<file path="config.mk">
export PLATFORM = sky130hd
export DESIGN_NAME = dsp38_addsub_arbiter
export DESIGN_NICKNAME = d
export VERILOG_FILES = /design/src/rtl/dsp38_arb_pkg.sv /design/src/rtl/dsp38.sv /design/src/rtl/rr_arbiter.sv /design/src/rtl/dsp38_addsub_arbiter.sv
export SDC_FILE = /design/constraint.sdc
export NUM_CORES = 1
export LEC_CHECK = 0
export ABC_CLOCK_PERIOD_IN_PS = 9400
export CORE_UTILIZATION = 40
export DETAILED_ROUTE_END_ITERATION = 16
export GPL_ROUTABILITY_DRIVEN = 0
export GPL_TIMING_DRIVEN = 0
export PLACE_DENSITY = 0.74
export SLEW_MARGIN = 20
export SYNTH_ARGS = -nofsm -noshare
export SYNTH_HDL_FRONTEND = slang
export SYNTH_SLANG_ARGS = --single-unit
</file>
<file path="constraint.sdc">
create_clock -name clk -period 9.4 [get_ports clk]
set_input_delay 1.88 -clock clk [delete_from_list [all_inputs] [get_ports clk]]
set_output_delay 1.88 -clock clk [all_outputs]
set_load 0.03 [all_outputs]
</file>
<file path="src/rtl/dsp38_arb_pkg.sv">
// dsp38_arb_pkg: shared widths, DSP feedback base and operand bundle for the DSP38 arbiter
package dsp38_arb_pkg;
   localparam int A_W = 20;
   localparam int B_W = 18;
   localparam int Z_W = 38;
   localparam logic [2:0] FB_BASE = 3'b100;
   typedef struct packed {
      logic [A_W-1:0] a;
      logic [B_W-1:0] b;
      logic [5:0]     shift;
      logic [1:0]     sel;
      logic           sub;
   } op_t;
endpackage

</file>
<file path="src/rtl/dsp38.sv">
// dsp38: combinational model of the DSP38 multiply-add-sub path (accumulator, rounding and saturation tied off)
module dsp38 #(
   parameter logic [19:0] COEFF_0 = 20'h00000,
   parameter logic [19:0] COEFF_1 = 20'h00000,
   parameter logic [19:0] COEFF_2 = 20'h00000,
   parameter logic [19:0] COEFF_3 = 20'h00000
) (
   input  logic [19:0] a,
   input  logic [17:0] b,
   input  logic [5:0]  acc_fir,
   input  logic [2:0]  feedback,
   input  logic        subtract,
   input  logic        unsigned_a,
   input  logic        unsigned_b,
   output logic [37:0] z
);
   logic [19:0] coeff, mul_a;
   logic [37:0] mul_a_x, mul_b_x, acc;
   // feedback[2] routes a coefficient into the multiplier while A feeds the shifted adder input
   always_comb begin
      coeff = feedback[1:0] == 2'd0 ? COEFF_0 : feedback[1:0] == 2'd1 ? COEFF_1 : feedback[1:0] == 2'd2 ? COEFF_2 : COEFF_3;
      mul_a = feedback[2] ? coeff : a;
      mul_a_x = unsigned_a ? {18'b0, mul_a} : {{18{mul_a[19]}}, mul_a};
      mul_b_x = unsigned_b ? {20'b0, b} : {{20{b[17]}}, b};
      acc = (unsigned_a ? {18'b0, a} : {{18{a[19]}}, a}) << acc_fir;
      z = subtract ? acc - mul_a_x * mul_b_x : acc + mul_a_x * mul_b_x;
   end
endmodule

</file>
<file path="src/rtl/rr_arbiter.sv">
// rr_arbiter: one-hot round-robin grant searching upward from ptr with wrap
module rr_arbiter #(
   parameter int NUM_REQ = 4,
   parameter int ID_W    = $clog2(NUM_REQ)
) (
   input  logic [NUM_REQ-1:0] req,
   input  logic [ID_W-1:0]    ptr,
   input  logic               en,
   output logic [NUM_REQ-1:0] gnt,
   output logic [ID_W-1:0]    gnt_id
);
   logic [ID_W-1:0] idx;
   // walk from lowest to highest priority so the closest requester to ptr wins last
   always_comb begin
      gnt = '0;
      gnt_id = '0;
      idx = '0;
      for (int k = NUM_REQ - 1; k >= 0; k--) begin
         idx = ID_W'((int'(ptr) + k) % NUM_REQ);
         if (en && req[idx]) begin
            gnt = '0;
            gnt[idx] = 1'b1;
            gnt_id = idx;
         end
      end
   end
endmodule

</file>
<file path="src/rtl/dsp38_addsub_arbiter.sv">
// dsp38_addsub_arbiter: round-robin sharing of one DSP38 (Z = (A<<shift) +/- COEFF[sel]*B); DSP_ARB_SAT_EN clamps the result
module dsp38_addsub_arbiter
   import dsp38_arb_pkg::*;
#(
   parameter int          NUM_REQ = 4,
   parameter int          ID_W    = 2,
   parameter logic [19:0] COEFF_0 = 20'h00000,
   parameter logic [19:0] COEFF_1 = 20'h00000,
   parameter logic [19:0] COEFF_2 = 20'h00010,
   parameter logic [19:0] COEFF_3 = 20'h00000
) (
   input  logic                   clk,
   input  logic                   reset,
   input  logic [NUM_REQ-1:0]     req_valid,
   output logic [NUM_REQ-1:0]     req_ready,
   input  logic [NUM_REQ*A_W-1:0] req_a,
   input  logic [NUM_REQ*B_W-1:0] req_b,
   input  logic [NUM_REQ*6-1:0]   req_shift,
   input  logic [NUM_REQ*2-1:0]   req_sel,
   input  logic [NUM_REQ-1:0]     req_sub,
   output logic                   rsp_valid,
   input  logic                   rsp_ready,
   output logic [Z_W-1:0]         rsp_z,
   output logic [ID_W-1:0]        rsp_id,
   output logic                   busy
);
   logic            adv, hs, op_v;
   logic [ID_W-1:0] rr_ptr, gnt_id, op_id;
   op_t             op, pick;
   logic [Z_W-1:0]  dsp_z, z_next;

   assign adv = !rsp_valid | rsp_ready;
   assign hs = |(req_valid & req_ready);
   assign busy = op_v | rsp_valid;
   assign pick = '{a: req_a[A_W*gnt_id +: A_W], b: req_b[B_W*gnt_id +: B_W], shift: req_shift[6*gnt_id +: 6], sel: req_sel[2*gnt_id +: 2], sub: req_sub[gnt_id]};

   rr_arbiter #(.NUM_REQ(NUM_REQ), .ID_W(ID_W)) u_arb (
      .req(req_valid), .ptr(rr_ptr), .en(reset & (!op_v | adv)), .gnt(req_ready), .gnt_id(gnt_id)
   );

   dsp38 #(.COEFF_0(COEFF_0), .COEFF_1(COEFF_1), .COEFF_2(COEFF_2), .COEFF_3(COEFF_3)) u_dsp (
      .a(op.a), .b(op.b), .acc_fir(op.shift), .feedback(FB_BASE | {1'b0, op.sel}), .subtract(op.sub),
      .unsigned_a(1'b1), .unsigned_b(1'b1), .z(dsp_z)
   );

`ifdef DSP_ARB_SAT_EN
   logic [A_W-1:0] coeff;
   logic [Z_W-1:0] a_sh, prod;
   logic [Z_W:0]   ref_sum;
   // a 39-bit copy of the DSP arithmetic exposes the carry/borrow used to clamp
   always_comb begin
      coeff = op.sel == 2'd0 ? COEFF_0 : op.sel == 2'd1 ? COEFF_1 : op.sel == 2'd2 ? COEFF_2 : COEFF_3;
      a_sh = {{(Z_W-A_W){1'b0}}, op.a} << op.shift;
      prod = {{(Z_W-A_W){1'b0}}, coeff} * {{(Z_W-B_W){1'b0}}, op.b};
      ref_sum = op.sub ? {1'b0, a_sh} - {1'b0, prod} : {1'b0, a_sh} + {1'b0, prod};
      z_next = ref_sum[Z_W] ? (op.sub ? '0 : '1) : dsp_z;
   end
`else
   assign z_next = dsp_z;
`endif

   // operand stage S1, result stage S2 and round-robin pointer
   always_ff @(posedge clk) begin
      if (!reset) begin
         op_v <= 1'b0;
         op <= '0;
         op_id <= '0;
         rr_ptr <= '0;
         rsp_valid <= 1'b0;
         rsp_z <= '0;
         rsp_id <= '0;
      end else begin
         if (adv) begin
            rsp_valid <= op_v;
            if (op_v) begin
               rsp_z <= z_next;
               rsp_id <= op_id;
            end
         end
         if (hs) begin
            op <= pick;
            op_id <= gnt_id;
            op_v <= 1'b1;
            rr_ptr <= gnt_id == ID_W'(NUM_REQ - 1) ? '0 : gnt_id + 1'b1;
         end else begin
            op_v <= op_v & !adv;
         end
      end
   end
endmodule

</file>
==> reports/metrics.yaml, run 1 <==
status: "completed"
syn_area_per_cell_um2: 6.64
hold_path.class: "reg2reg"
clock_path_buffers: 2
hold_violations: 0
cts_root_buffer: "clkbuf_16"
cts_resized: 0
place_inst: 1835
dr.first_iter.drc_count: 811
cts_setup_buffers: 0
fp-row-count: 53
worst_slew_pin_slew_ns: 0.958
avgRoutedWirePerCell_um: 16.3
grt_max_degree: 19
synth_compound_area_frac: 0.238
die_w_um: 150
crit_path_start_kind: "primary input"
instances_no_fill: 1852
syn_nets: 1559
synth_ff_type: "dfxtp_1"
drc_errors: 0
switchingPower_mw: 2.81
viasPerCell: 5.55
drv_slew: 0
synth_commonest_cells: "nor2_1 (227), nand2_1 (202), nand3_1 (115)"
synth_top_area_frac: 0.212
worstPathMaxFanout: 9
synth-xor-area-share: 0.0390
async_reset_ff_frac: 0
synth-edff-count: 0
clock.fmax_mhz: 155
area_growth_syn_to_layout_pct: 34.8
period_minus_slack_ns: 6.46
synthSimpleGateAreaFrac: 0.311
synth_top_family_by_area: "simple AND/OR/NAND/NOR gates"
critPathSlowestCell: "clkdlybuf4s50_1"
clock-sinks: 93
dpl.hpwl_um: 24800
drt_wl_total_um: 30200
required_ns: 7.52
grt_pass1_wl_um: 47600
synthAdderAreaFrac: 0.0614
grt_usage: 0.266
worstPathCellList: "clkdlybuf4s50_1 > mux4_2 > or3b_1 > nor3_1 > o22a_1 > clkdlybuf4s50_1"
synth_mux_area_frac: 0.0779
synth_most_common_cell: "nor2_1"
static-leakage-power_nw: 4.64
drt_first_pass_iters: 6
fin_worst_skew_ns: 0.0143
synth_cell_type_count: 64
cts_tree: "built"
power_density_nw_per_um2: 442
pwr-share-comb: 0.795
p_int_mw: 2.42
synth_area_leaders: "dfxtp_1 (21%), nor2_1 (9.7%), nand2_1 (8.6%), nand3_1 (6.6%), o21ai_0 (6.5%)"
cts_hold_buffers: 0
clock_power_share: 0.074
cp_data_arrival_time_ns: 4.58
setup_tns_ns: 0
utilization: 0.555
grt_antenna_before_repair: 1
htreeDepth: 3
netlist_instances: 1321
die_area_um2: 22500
power_frac_seq: 0.131
slew_headroom: 0.360
setup_viol: 0
max_cap_viol_count: 0
numCtsBuffers: 9
fin_crit_sh: 0.687
core_area_um2: 21300
vias: 10300
critPathKind: "in2out"
post_route_cells_drive_above_1_share: 0.0489
power_switching_share: 0.537
grt_overflow: 0
clk_pin_slew_ns: 0.06
drtAntennaViolNets: 0
seq_area_frac_synth: 0.212
grt_pass1_vias: 9351
clk_latency_ns: 0.36
rsz0062_at_grt: "false"
io_buffers: 239
syn_area_um2: 8770
ys_ff_latch: 93
yosysWarnings: 0
synth_top_area_cell: "dfxtp_1"
max_stage_delay_ns: 0.66
die_h_um: 150
io_pins: 241
final_nets: 1809
start_util: 0.412
worstSetupEndpointType: "output pin"
path_common_cell: "clkdlybuf4s50_1"
peakVddDrop_mv: 0.183
## power groups by stage
stage	clock (mW)	sequential [mW]	combinational, mW
detailed placement	0	0.690	4.07
floorplan	0	0.761	2.95
global route	0.408	0.705	4.57
global placement	0	0.684	4.03
finish	0.388	0.685	4.15
CTS	0.393	0.681	4.10
## flip-flops by register name (all words and copies together), names as in the netlist
name / count
op: 47
rsp_id: 2
rr_ptr: 2
rsp_z: 38
rsp_valid: 1
op_id: 2
op_v: 1
## stage by stage
stage | area [µm²] | hold slack (ns) | setup WS, ns | total power [mW]
finish | 11800 | 0.448 | 2.94 | 5.23
global placement | 11500 | 0.439 | 3.00 | 4.71
floorplan | 8770 | 0.432 | 4.13 | 3.71
CTS | 11800 | 0.453 | 2.95 | 5.17
detailed placement | 11500 | 0.444 | 2.94 | 4.76
global route | 11800 | 0.472 | 2.87 | 5.68
## per-layer routing
metal | up-vias | global-route usage | wire length (µm)
met5 | - | 0 | 0
met3 | 48 | 0.0405 | 1880
met1 | 4668 | 0.350 | 13500
met4 | 0 | 0.0808 | 626
li1 | 5149 | - | -
met2 | 411 | 0.446 | 14300
## critical path, delay by kind of cell
family / cells / cell delay, ns
AND/OR/NAND/NOR: 2 / 0.70
multiplexers: 1 / 0.63
AO/OA/AOI/OAI: 1 / 0.18
buffers and inverters: 2 / 1.19
## path summary, 6_finish.rpt
path	from	end	slack (ns)	depth (start not counted)
worst max register to register	op[3]	rsp_z[36]	3.66	19
worst min-delay path	rsp_z[18]	rsp_z[18]	0.45	2
worst max-delay path	req_valid[1]	req_ready[2]	2.94	6
worst min register to register	rsp_z[18]	rsp_z[18]	0.45	2
## logic make-up (layout without fill, tap and decap cells)
group                      count (synthesis)  in the layout
buffers and inverters                    120            375
and+or+nand+nor                          628            628
muxes                                     49             49
other                                      0              1
AOI/OAI and AO/OA                        349            349
DFF                                       93             93
xor gates and xnor gates                  39             39
adders and majority gates                 43             43
## placed cells by master (no fill, tap or decap), types with 5 or more instances in the layout
| master | netlist | routed |
|---|---|---|
| o22a_1 | 6 | 6 |
| mux2_2 | 14 | 14 |
| ha_1 | 43 | 43 |
| nor3b_1 | 5 | 5 |
| buf_1 | 10 | 10 |
| a211oi_1 | 20 | 20 |
| a21o_1 | 13 | 13 |
| buf_4 | 7 | 7 |
| clkdlybuf4s50_1 | 0 | 239 |
| clkbuf_1 | 61 | 61 |
| clkbuf_16 | 0 | 9 |
| mux4_2 | 14 | 14 |
| nor3_1 | 23 | 23 |
| nand2_1 | 202 | 202 |
| xnor2_1 | 21 | 21 |
| nand2b_1 | 11 | 11 |
| nor2_1 | 227 | 227 |
| and3_1 | 7 | 7 |
| dfxtp_1 | 93 | 93 |
| o22ai_1 | 8 | 8 |
| inv_1 | 24 | 24 |
| nor2b_1 | 5 | 5 |
| buf_2 | 11 | 11 |
| and2_1 | 7 | 7 |
| buf_6 | 5 | 5 |
| mux2i_1 | 21 | 21 |
| a21oi_1 | 91 | 91 |
| o31ai_1 | 6 | 6 |
| a31oi_1 | 6 | 6 |
| nand3_1 | 115 | 115 |
| a211o_1 | 7 | 7 |
| xor2_1 | 18 | 18 |
| o21ai_1 | 36 | 36 |
| a22oi_1 | 6 | 6 |
| o211ai_1 | 5 | 5 |
| o21ai_0 | 114 | 114 |
| nand3b_1 | 5 | 5 |
## area by class of cell
| type | count | area (µm²) |
|---|---|---|
| diodes | 1 | 2.50 |
| plain buffers | 94 | 430 |
| clock buffers | 9 | 225 |
| clock inverters | 7 | 87.6 |
| fillers | 2099 | 9470 |
| inverters | 26 | 97.6 |
| multi-input cells | 1108 | 6380 |
| flip-flops and latches | 93 | 1860 |
| well taps | 275 | 344 |
| repair buffers | 239 | 2390 |
Note: power is estimated with default switching activity, not from simulation.
==> run 2, diff against run 1 <==
--- a/config.mk
+++ b/config.mk
@@ -5,12 +5,12 @@
 export SDC_FILE = /design/constraint.sdc
 export NUM_CORES = 1
 export LEC_CHECK = 0
-export ABC_CLOCK_PERIOD_IN_PS = 9400
+export ABC_CLOCK_PERIOD_IN_PS = 5300
 export CORE_UTILIZATION = 40
 export DETAILED_ROUTE_END_ITERATION = 16
 export GPL_ROUTABILITY_DRIVEN = 0
 export GPL_TIMING_DRIVEN = 0
-export PLACE_DENSITY = 0.74
+export PLACE_DENSITY = 0.77
 export SLEW_MARGIN = 20
 export SYNTH_ARGS = -nofsm -noshare
 export SYNTH_HDL_FRONTEND = slang
==> constraint.sdc (replaced) <==
create_clock -name clk -period 5.3 [get_ports clk]
set_input_delay 1.06 -clock clk [delete_from_list [all_inputs] [get_ports clk]]
set_output_delay 1.06 -clock clk [all_outputs]
set_load 0.03 [all_outputs]
==> reports/metrics.yaml, run 2 (same netlist as run 1, synthesis figures left out) <==
max_flop_register: "op"  # unchanged
core_area_um2: 21300  # unchanged
area_growth_syn_to_layout_pct: 34.7  # was 34.8%
fin_crit_sh: 0.961
pwr-share-comb: 0.801  # was 0.795
largest_reg_flops: 47  # unchanged
grt_pass1_vias: 9677  # was 9351
max_cap_viol_count: 0  # unchanged
drtAntennaViolNets: 0  # unchanged
crit_path_start_kind: "register"  # was primary input
worstSetupEndpointType: "register"  # was output pin
switchingPower_mw: 5.03  # was 2.81 mW
clock_power_share: 0.067  # was 0.074
power_density_nw_per_um2: 786  # was 442 nW/µm²
setup_viol: 0  # unchanged
hold_path.class: "reg2reg"  # unchanged
path_buf_inv: 3  # was 2
hold_violations: 0  # unchanged
cts_hold_buffers: 0  # unchanged
post_route_cells_drive_above_1_share: 0.0533  # was 0.0489
r2r_setup_slack_ns: 0.21  # was 3.66 ns
r2r_start: "op[4]"  # was op[3]
drv_slew: 0  # unchanged
required_ns: 5.53  # was 7.52 ns
cts_setup_buffers: 0  # unchanged
power_frac_seq: 0.131  # about the same
drc_errors: 0  # unchanged
die_h_um: 150  # unchanged
vias: 10400  # was 10300
grt_usage: 0.270  # was 0.266
worst_slew_pin_slew_ns: 1.02  # was 0.958 ns
slew_headroom: 0.318  # was 0.360
avgRoutedWirePerCell_um: 16.5  # was 16.3 µm
hold_slack_ns: 0.450  # was 0.448 ns
worstPathMaxFanout: 10  # was 9
viasPerCell: 5.62  # was 5.55
dpl.hpwl_um: 24900  # was 24800 µm
numCtsBuffers: 9  # unchanged
cts_tree: "built"  # unchanged
cp_data_arrival_time_ns: 5.32  # was 4.58 ns
grt_max_degree: 18  # was 19
top_regs: "op: 47 flops, rsp_z: 38 flops"  # unchanged
layout_commonest_cell: "clkdlybuf4s50_1"  # unchanged
rr_worst_depth: 19  # unchanged
p_int_mw: 4.25  # was 2.42 mW
clock-sinks: 93  # unchanged
critPathKind: "reg2reg"  # was in2out
static-leakage-power_nw: 4.63  # was 4.64 nW
clk_pin_slew_ns: 0.08  # was 0.06 ns
grt_overflow: 0  # unchanged
power_switching_share: 0.542  # was 0.537
critPathSlowestCell: "a211oi_1"  # was clkdlybuf4s50_1
die_w_um: 150  # unchanged
final_nets: 1809  # unchanged
drt_wl_total_um: 30500  # was 30200 µm
die_area_um2: 22500  # unchanged
grt_antenna_before_repair: 0  # was 1
fp-row-count: 53  # unchanged
io_buffers: 239  # unchanged
rsz0062_at_grt: "true"  # was false
critPathTopFamily: "compound AO/OA/AOI/OAI gates"  # was buffers and inverters
cts_root_buffer: "clkbuf_16"  # unchanged
worstPathCellList: "clkbuf_2 > clkbuf_2 > mux2_2 > mux2i_1 > mux2i_1 > o21ai_0 > nor2_1 > a21oi_1 > nor2_1 > ha_1 > clkbuf_1 > a21oi_1 > o21ai_0 > a221oi_1 > o21ai_0 > a211oi_1 > o21bai_1 > a211oi_1 > o31ai_1"  # was clkdlybuf4s50_1 > mux4_2 > or3b_1 > nor3_1 > o22a_1 > clkdlybuf4s50_1
r2r_end: "rsp_z[35]"  # was rsp_z[36]
min_to: "rsp_z[12]"  # was rsp_z[18]
io_pins: 241  # unchanged
hold_path.startpoint: "rsp_z[12]"  # was rsp_z[18]
fin_worst_skew_ns: 0.0142  # was 0.0143 ns
clock_path_buffers: 2  # unchanged
clk_latency_ns: 0.36  # about the same
grt_pass1_wl_um: 48200  # was 47600 µm
start_util: 0.412  # unchanged
htreeDepth: 3  # unchanged
peakVddDrop_mv: 0.346  # was 0.183 mV
max_stage_delay_ns: 0.47  # was 0.66 ns
dr.first_iter.drc_count: 807  # was 811
path_common_cell: "o21ai_0"  # was clkdlybuf4s50_1
drt_first_pass_iters: 6  # unchanged
status: "completed"  # unchanged
final_cell_mix: "clkdlybuf4s50_1 (239), nor2_1 (227), nand2_1 (202)"  # unchanged
clock.fmax_mhz: 196
place_inst: 1835  # unchanged
instances_no_fill: 1852  # unchanged
period_minus_slack_ns: 5.09
hold_depth: 2  # unchanged
-- run 2: final cells by class --
class,instances,area (µm²)
diodes,1,2.50
well taps,275,344
multi-input cells,1108,6390
inverters,26,97.6
plain buffers,94,437
clock buffers,9,225
clock inverters,7,60.1
repair buffers,239,2390
fillers,2112,9480
flip-flops and latches,93,1860
-- run 2: through the flow --
stage	setup TNS (ns)	worst slack [ns]	total power, mW	utilization	area (µm²)
2_1_floorplan	0	0.735	6.58	-	8770
3_3_place_gp	-0.146	-0.132	8.34	0.540	11500
3_5_place_dp	-0.244	-0.169	8.46	0.540	11500
4_1_cts	0	0.0389	9.12	0.554	11800
5_1_grt	-0.0831	-0.0831	10.1	0.555	11800
6_report	0	0.207	9.28	0.555	11800
-- run 2: worst max-delay path by stage --
stage,startpoint,to,slack [ns],cells after the start
global placement,op[3],rsp_z[36],-0.13,18
floorplan,op[3],rsp_z[36],0.74,18
CTS,op[4],rsp_z[36],0.04,19
detailed placement,op[3],rsp_z[36],-0.17,19
global route,op[3],rsp_z[35],-0.08,19
finish,op[4],rsp_z[35],0.21,19
-- run 2: tightest hold or removal path, cell delays in order, from the launching register on --
cell and delay, ns:
dfxtp_1 0.31, nand2_1 0.05, a21oi_1 0.05
-- run 2: power by group through the flow --
stage / Clock (mW) / Combinational [mW] / Sequential [mW]
after floorplan: 0 / 5.23 / 1.35
after global placement: 0 / 7.13 / 1.21
after detailed placement: 0 / 7.24 / 1.23
after CTS: 0.630 / 7.28 / 1.21
after global routing: 0.654 / 8.17 / 1.25
final: 0.626 / 7.44 / 1.22
-- run 2: what timing repair did --
action	4_1_cts	5_1_grt
resized for setup	1	11
pin swaps	0	0
setup endpoints to repair	2	7
-- run 2: per-layer routing --
layer  vias up  track usage  share of wire
met3        65       0.0457          0.071
met5         -            0              0
met4         0       0.0980          0.028
met1      4714        0.342           0.43
li1       5158            -              -
met2       471        0.457           0.47
==> run 3, diff against run 2 <==
--- a/config.mk
+++ b/config.mk
@@ -7,6 +7,7 @@
 export LEC_CHECK = 0
 export ABC_CLOCK_PERIOD_IN_PS = 5300
 export CORE_UTILIZATION = 40
+export CTS_CLUSTER_SIZE = 25
 export DETAILED_ROUTE_END_ITERATION = 16
 export GPL_ROUTABILITY_DRIVEN = 0
 export GPL_TIMING_DRIVEN = 0
==> results of run 3 <==
Same layout as run 2: the final DEF is identical, and so are final timing and power.
